==> src/rtl/huc_pkg.sv <==
// Shared HuCard bus types for the cart-side mapper blocks.
// CPU bus, memory-controller bundle and mapper constants.
package huc_pkg;

  localparam int ROM_AW       = 24;
  localparam int HUC_WIN_BITS = 19;
  localparam logic [20:0] HUC_REG_BASE = 21'h01FF0;

  typedef struct packed {
    logic [20:0] addr;
    logic [7:0]  data;
    logic        ce;
    logic        oe;
    logic        we;
  } CpuBus;

  typedef struct packed {
    logic [ROM_AW-1:0] addr;
    logic [7:0]        dati;
    logic              ce;
    logic              ce2;
    logic              oe;
    logic              we;
  } MemCtrl;

  typedef struct packed {
    CpuBus      cpu;
    logic [7:0] rom_dato;
    logic [7:0] ram_dato;
  } HucIn;

  typedef struct packed {
    MemCtrl     rom;
    MemCtrl     ram;
    logic       cart_ce;
    logic [7:0] cart_dato;
    logic       led;
  } HucOut;

endpackage

==> src/rtl/huc_bank.sv <==
// HuCard mapper: fixed low 512 KB, bank-switched upper window,
// optional cart RAM and a bank-activity LED.
module huc_bank
  import huc_pkg::*;
#(
  parameter int          BANK_BITS = 2,
  parameter logic [20:0] REG_BASE  = HUC_REG_BASE,
  parameter bit          RAM_EN    = 1'b0,
  parameter logic [5:0]  RAM_PAGE  = 6'h10,
  parameter logic [23:0] LED_HOLD  = 24'd4_000_000,
  parameter int          HB_BIT    = 24
) (
  input  logic clk,
  input  logic rst,
  input  HucIn huc_i,
  output HucOut huc_o,
  output logic [(BANK_BITS>0?BANK_BITS:1)-1:0] bank_o
);

  localparam int BW = (BANK_BITS > 0) ? BANK_BITS : 1;
  localparam int PW = ROM_AW - HUC_WIN_BITS;

  CpuBus cpu;
  logic ram_hit, rom_hit, reg_hit;
  logic wr_req, upd;
  logic [PW-1:0] page;
  logic [ROM_AW-1:0] rom_addr;

  logic [BW-1:0] bank_q, bank_d;
  logic          wr_q, wr_d;
  logic [23:0]   hold_q, hold_d;
  logic [24:0]   hb_q, hb_d;

  assign cpu = huc_i.cpu;

  always_comb begin
    ram_hit = RAM_EN && (cpu.addr[20:15] == RAM_PAGE);
    rom_hit = ~ram_hit & ~cpu.addr[20];
    reg_hit = cpu.addr[20:BANK_BITS] == REG_BASE[20:BANK_BITS];
    // RAM-window writes never double as bank strobes
    wr_req = cpu.ce & cpu.we & reg_hit & ~ram_hit;
    upd = wr_req & ~wr_q & (BANK_BITS > 0);

    page = PW'(bank_q) + PW'(1);
    rom_addr = {{PW{1'b0}}, cpu.addr[18:0]};
    if (BANK_BITS == 0)
      rom_addr = ROM_AW'(cpu.addr[19:0]);
    else if (cpu.addr[19])
      rom_addr = {page, cpu.addr[18:0]};
  end

  always_comb begin
    bank_d = bank_q;
    wr_d = wr_req;
    hb_d = hb_q + 25'd1;
    hold_d = (hold_q != '0) ? hold_q - 24'd1 : '0;
    if (upd) begin
      bank_d = cpu.addr[BW-1:0];
      hold_d = LED_HOLD;
    end
  end

  always_ff @(posedge clk or posedge rst) begin
    if (rst) begin
      bank_q <= '0;
      wr_q   <= 1'b0;
      hold_q <= '0;
      hb_q   <= '0;
    end else begin
      bank_q <= bank_d;
      wr_q   <= wr_d;
      hold_q <= hold_d;
      hb_q   <= hb_d;
    end
  end

  always_comb begin
    huc_o = '0;
    huc_o.rom.addr = rom_addr;
    huc_o.rom.dati = cpu.data;
    huc_o.rom.ce   = rom_hit;
    huc_o.rom.ce2  = cpu.ce;
    huc_o.rom.oe   = cpu.oe;
    huc_o.rom.we   = 1'b0;
    if (RAM_EN) begin
      huc_o.ram.addr = ROM_AW'(cpu.addr[14:0]);
      huc_o.ram.dati = cpu.data;
      huc_o.ram.ce   = ram_hit;
      huc_o.ram.ce2  = cpu.ce;
      huc_o.ram.oe   = cpu.oe;
      huc_o.ram.we   = ram_hit & cpu.we;
    end
    huc_o.cart_ce = huc_o.rom.ce | huc_o.ram.ce;
    huc_o.cart_dato = huc_o.ram.ce ? huc_i.ram_dato
                                   : huc_i.rom_dato;
    huc_o.led = (hold_q != '0) ? 1'b1 : hb_q[HB_BIT];
  end

  assign bank_o = bank_q;

endmodule
==> config.mk <==
export PLATFORM = sky130hd
export DESIGN_NAME = huc_bank
export DESIGN_NICKNAME = d
export VERILOG_FILES = /design/src/rtl/huc_pkg.sv /design/src/rtl/huc_bank.sv
export SDC_FILE = /design/constraint.sdc
export NUM_CORES = 1
export LEC_CHECK = 0
export ABC_AREA = 1
export ABC_CLOCK_PERIOD_IN_PS = 2300
export CAP_MARGIN = 20
export CORE_ASPECT_RATIO = 1.2
export CORE_MARGIN = 2
export CORE_UTILIZATION = 45
export DETAILED_ROUTE_END_ITERATION = 10
export PLACE_DENSITY = 0.91
export SYNTH_ARGS = -nofsm -noshare
export SYNTH_HDL_FRONTEND = slang
export SYNTH_SLANG_ARGS = --single-unit
==> constraint.sdc <==
create_clock -name clk -period 2.3 [get_ports clk]
set_input_delay 0.69 -clock clk [delete_from_list [all_inputs] [get_ports clk]]
set_output_delay 0.69 -clock clk [all_outputs]
set_load 0.01 [all_outputs]
; ---- Yosys cells after proc, flatten, opt, wreduce, memory -nomap -nowiden
; Index checks and enable logic that the tools add are counted.
[word_totals]
ff_bits = 52
latchBits = 0
ramBits = 0
mem_bits_ro = 0
input_bits = 50
output_inout_bits = 84
wordCells = 18
mem_count = 0
[classes]
add_sub_neg = 3
mul = 0
div = 0
magnitude_cmp = 0
eq_ne = 1
shift = 0
n_mux = 4
bitwise = 5
reduce_logical = 1
[ops]
columns = operator, n
row1 = 24-bit 2-to-1 mux, 3
row2 = "25-bit by 1-bit adder with 25-bit output, second input constant", 1
row3 = 24-bit nonzero test, 1
row4 = "24-bit by 1-bit subtractor with 24-bit output, second input constant", 1
row5 = "19-bit by 11-bit == test with 1-bit output, second input constant", 1
row6 = "2-bit by 1-bit adder with 3-bit output, second input constant", 1
row7 = 1-bit bitwise AND, 3
row8 = 1-bit NOT, 2
row9 = 1-bit 2-to-1 mux, 1

; ---- Logic depth before layout (Yosys ltp)
[depth]
word_depth = 4
ltp_mapped = 9
ltp_nobuf = 8

; ---- Least setup slack after synthesis
; OpenSTA, ideal clock, no wires.
[synth_timing]
path_kind = flip-flop to output port
startpoint = register hold_q[0]
endpoint = output huc_o[0] (netlist name)
arrival_ps = 1004
t_required_ps = 1610
slack_ps = 606
path_stages_with_launch = 6
n_path_buf = 0
path_cell_list = dfrtp_1 inv_1 ha_1 nand3_1 nor2_2 nand4_1
[synth_lines]
columns = item, line_no
row1 = "start, declared", huc_bank.sv:31  ; logic [23:0] hold_q, hold_d;
row2 = "start signal, assigned", huc_bank.sv:72  ; hold_q <= hold_d;
row3 = "end, declared", huc_bank.sv:16  ; output HucOut huc_o,

==> impl_results.md <==
* Setup slack, reg-to-reg at 0.69 ns
* Worst-Skew Late Latency at approximately 0.30 ns
* Achievable frequency at around 450 MHz
* Final Cycle Share at between 90% and 100%
* Max Slew Vio Count at 0
* Root Driver: clkbuf_8
* CTS H-tree lvls at 2
* Leak at between 1.5 and 2 nW
* Std cell rows at 35
* CTS Buf Count at 5
* Mapped Area at 3565 um2
* WP buf/inv at 3
* Initial antenna violation count at 0
* Post-layout util at approximately 52%
* Initial DRT Pass Iterations at 4
* Total wire length at about 7.0 mm
* Status: complete, no violations
* WP data required at between 1.5 and 2 ns
* Crit path max-delay family: buffers and inverters
* Skew final at between 0.01 and 0.015 ns
* Boundary Pins at about 130
* Yosys reg bits at 52
* Tmin final at approximately 2.2 ns
* Core area at ~7700 um2
* Compound-Gate Fraction of Synth Area at 0.7020%
* Clk sinks at 52
* Post-synth top cells: 94 x nand2_1, 78 x buf_4, 54 x nor2_1
* Reg2reg end: hb_q[18]
* Critical path cell sequence: clkdlybuf4s15_1 > nand2_1 > inv_1 > clkdlybuf4s50_1
* Global-route wire length before repair at about 12 mm
* Worst Setup SP: huc_i[46]
* Vias at 2788
* Initial Util at a little under half
* Distinct cell type count after synthesis at 30
* VDD IR max at just under 400 uV
* RSZ-0062 raised after global routing: false
* Die Ht at between 100 and 150 um
* Post-Synth Adder-Cell Area at approximately 1.4%
* Synth warn at 0
* Number of stages on the worst setup path at 4
* Area occupied by multi-input gates at ~1700 um2
* Tot Pwr at 1.794 mW
* Critical path data arrival time at ~1.6 ns
* Dominant register cell in the synthesized netlist: dfrtp_1
* Final hold violation count at 0
* WL/cell at ~12 um
* Number of global-route vias before repair at about 2.8k
* TritonCTS clock tree: done
* N_diodes at 0
* Final Non-Filler Cells at around 580
* Reg2reg start: hb_q[0]
* Congestion Overflow GR at 0
* Post-Synthesis Cells at around 440
* DR vias/cell at 4.840
* DP HPWL at between 5 and 6 mm
* Final setup fails at 0
* Crit end category: output port
* Gr usage total at between 10% and 20%
* Startpoint Class: primary input
* Clk slew on worst S/H paths at roughly 0.08 ns
* Buffers on Ports at 52
* Leading area contributor after synthesis: dfrtp_1
* Leading post-synthesis cells by cell area: dfrtp_1 37%, buf_4 16%, nand2_1 9.9%
* DRT iter0 DRCs at between 100 and 150
* Crit Path Class: in2out
* Worst Hold Margin at between 0.4 and 0.5 ns
* Register area at about 1300 um2
* Mux share of post-synthesis cell area at 0%
* FILL cells at between 700 and 800
* Max stage delay cell, worst path: clkdlybuf4s50_1
* Hold Crit Class: reg2reg
* Die Area at approximately 8700 um2
* Layout area overhead at 12.78%
* Antenna Nets Post-Route at 0
* Post-Synth Simple-Gate Area at 33.13%
* Final #Nets at about 540
* Post-place instance area at about 3900 um2
* Remaining DRCs at 0
* Syn Area/Cell at between 8 and 9 um2
* Seq/Total Area, Yosys at between 30% and 40%
* Die width at 85.25 um
* Synth top area share at a little over a third
* Cell area after layout at 4020 um2
* Max_cap viols at 0
* Ys async rst share at 100.0%
* Maximum root-to-sink buffer count at 2
* Share of layout cells above drive strength 1 at between 10% and 20%
* Worst Reg2Reg Path Length in Cells at 8
* Critical-path maximum fanout at 4
* Xor/xnor cell area share of the yosys netlist at approximately 7.4%
* Pwr dens at approximately 450 nW/um2
* Post-synth EDFFs at 0
* Largest net degree at the start of global routing at 50
* Crit path capture: huc_o[79]
* Cells after DPL at roughly 570
* GPL Wtd Cong at 0.9747
* Most frequent cell after synthesis: nand2_1
* CP peak stage delay at 0.52 ns
* Largest family of logic cells by synthesized area: simple AND/OR/NAND/NOR gates
[worst min-delay path: stages (launching register included)]
cell     delay [ns]
dfrtp_1        0.35
nand2_1        0.05
nand2_1        0.05
[worst min-delay path by stage]
stage / startpoint / to / depth (start not counted)
6_report: hb_q[23] / hb_q[23] / 2
5_1_grt: hb_q[23] / hb_q[23] / 2
4_1_cts: hold_q[0] / hold_q[0] / 1
3_5_place_dp: hold_q[0] / hold_q[0] / 1
3_3_place_gp: hold_q[0] / hold_q[0] / 1
2_1_floorplan: hold_q[0] / hold_q[0] / 1
[report_power, final]
group | internal [mW] | switching, mW
Combinational | 0.0751 | 0.0884
Sequential | 0.915 | 0.00263
Clock | 0.428 | 0.284
[kinds of logic after synthesis]
logic type | count (synthesis)
XOR/XNOR | 30
AO/OA/AOI/OAI | 5
other | 1
adder cells (fa/ha/maj) | 4
AND/OR/NAND/NOR | 237
buffers and inverters | 115
flip-flops | 52
[placed cells by master (no fill, tap or decap), drive strengths merged]
master and instances:
nand2 101, nor2 82, dfrtp 52, conb 39, inv 36, nand3 28
clkdlybuf4s50 26, dlygate4sd2 23, buf 23, xor2 22, nand4 14, xnor2 8
nor3 6, clkbuf 5, ha 4, nand3b 3, o21ai 3, a21oi 2
bufinv 2, nor3b 1, and2 1, nor4 1, clkdlybuf4s15 1, dlymetal6s2s 1
[registers in the layout, summed over array words and instances, names as in the netlist]
signal,flops
hb_q,25
wr_q,1
bank_o,2
hold_q,24
[layout make-up]
| class | instances | share of cell area [%] |
|---|---|---|
| clock buffer | 5 | 1.712 |
| sequential | 52 | 32.37 |
| multi-input combinational | 315 | 41.61 |
| tap | 92 | 2.863 |
| inverter | 36 | 3.361 |
| timing repair buffer | 74 | 16.59 |
| clock inverter | 2 | 1.494 |
[metrics by stage]
step / setup WS [ns] / setup TNS, ns
2_1_floorplan: 0.3521 / 0
3_3_place_gp: -0.2833 / -2.932
3_5_place_dp: -0.2895 / -3.720
4_1_cts: 0.005013 / 0
5_1_grt: 0.006856 / 0
6_report: 0.05880 / 0
[routing by layer]
metal	up-vias	global-route usage, %	routed length [um]
li1	1342	-	-
met1	1352	17.18	2684
met2	71	31.49	3872
met3	23	3.015	284
met4	0	5.861	155
met5	-	0	0
[what timing repair did]
action / 4_1_cts / 5_1_grt
pin swaps: 1 / 2
resized for setup: 28 / 6
endpoints found under the setup margin: 26 / 3
hold buffers: 0 / 0
buffers inserted: 2 / 1
(Power assumes the default switching activity.)
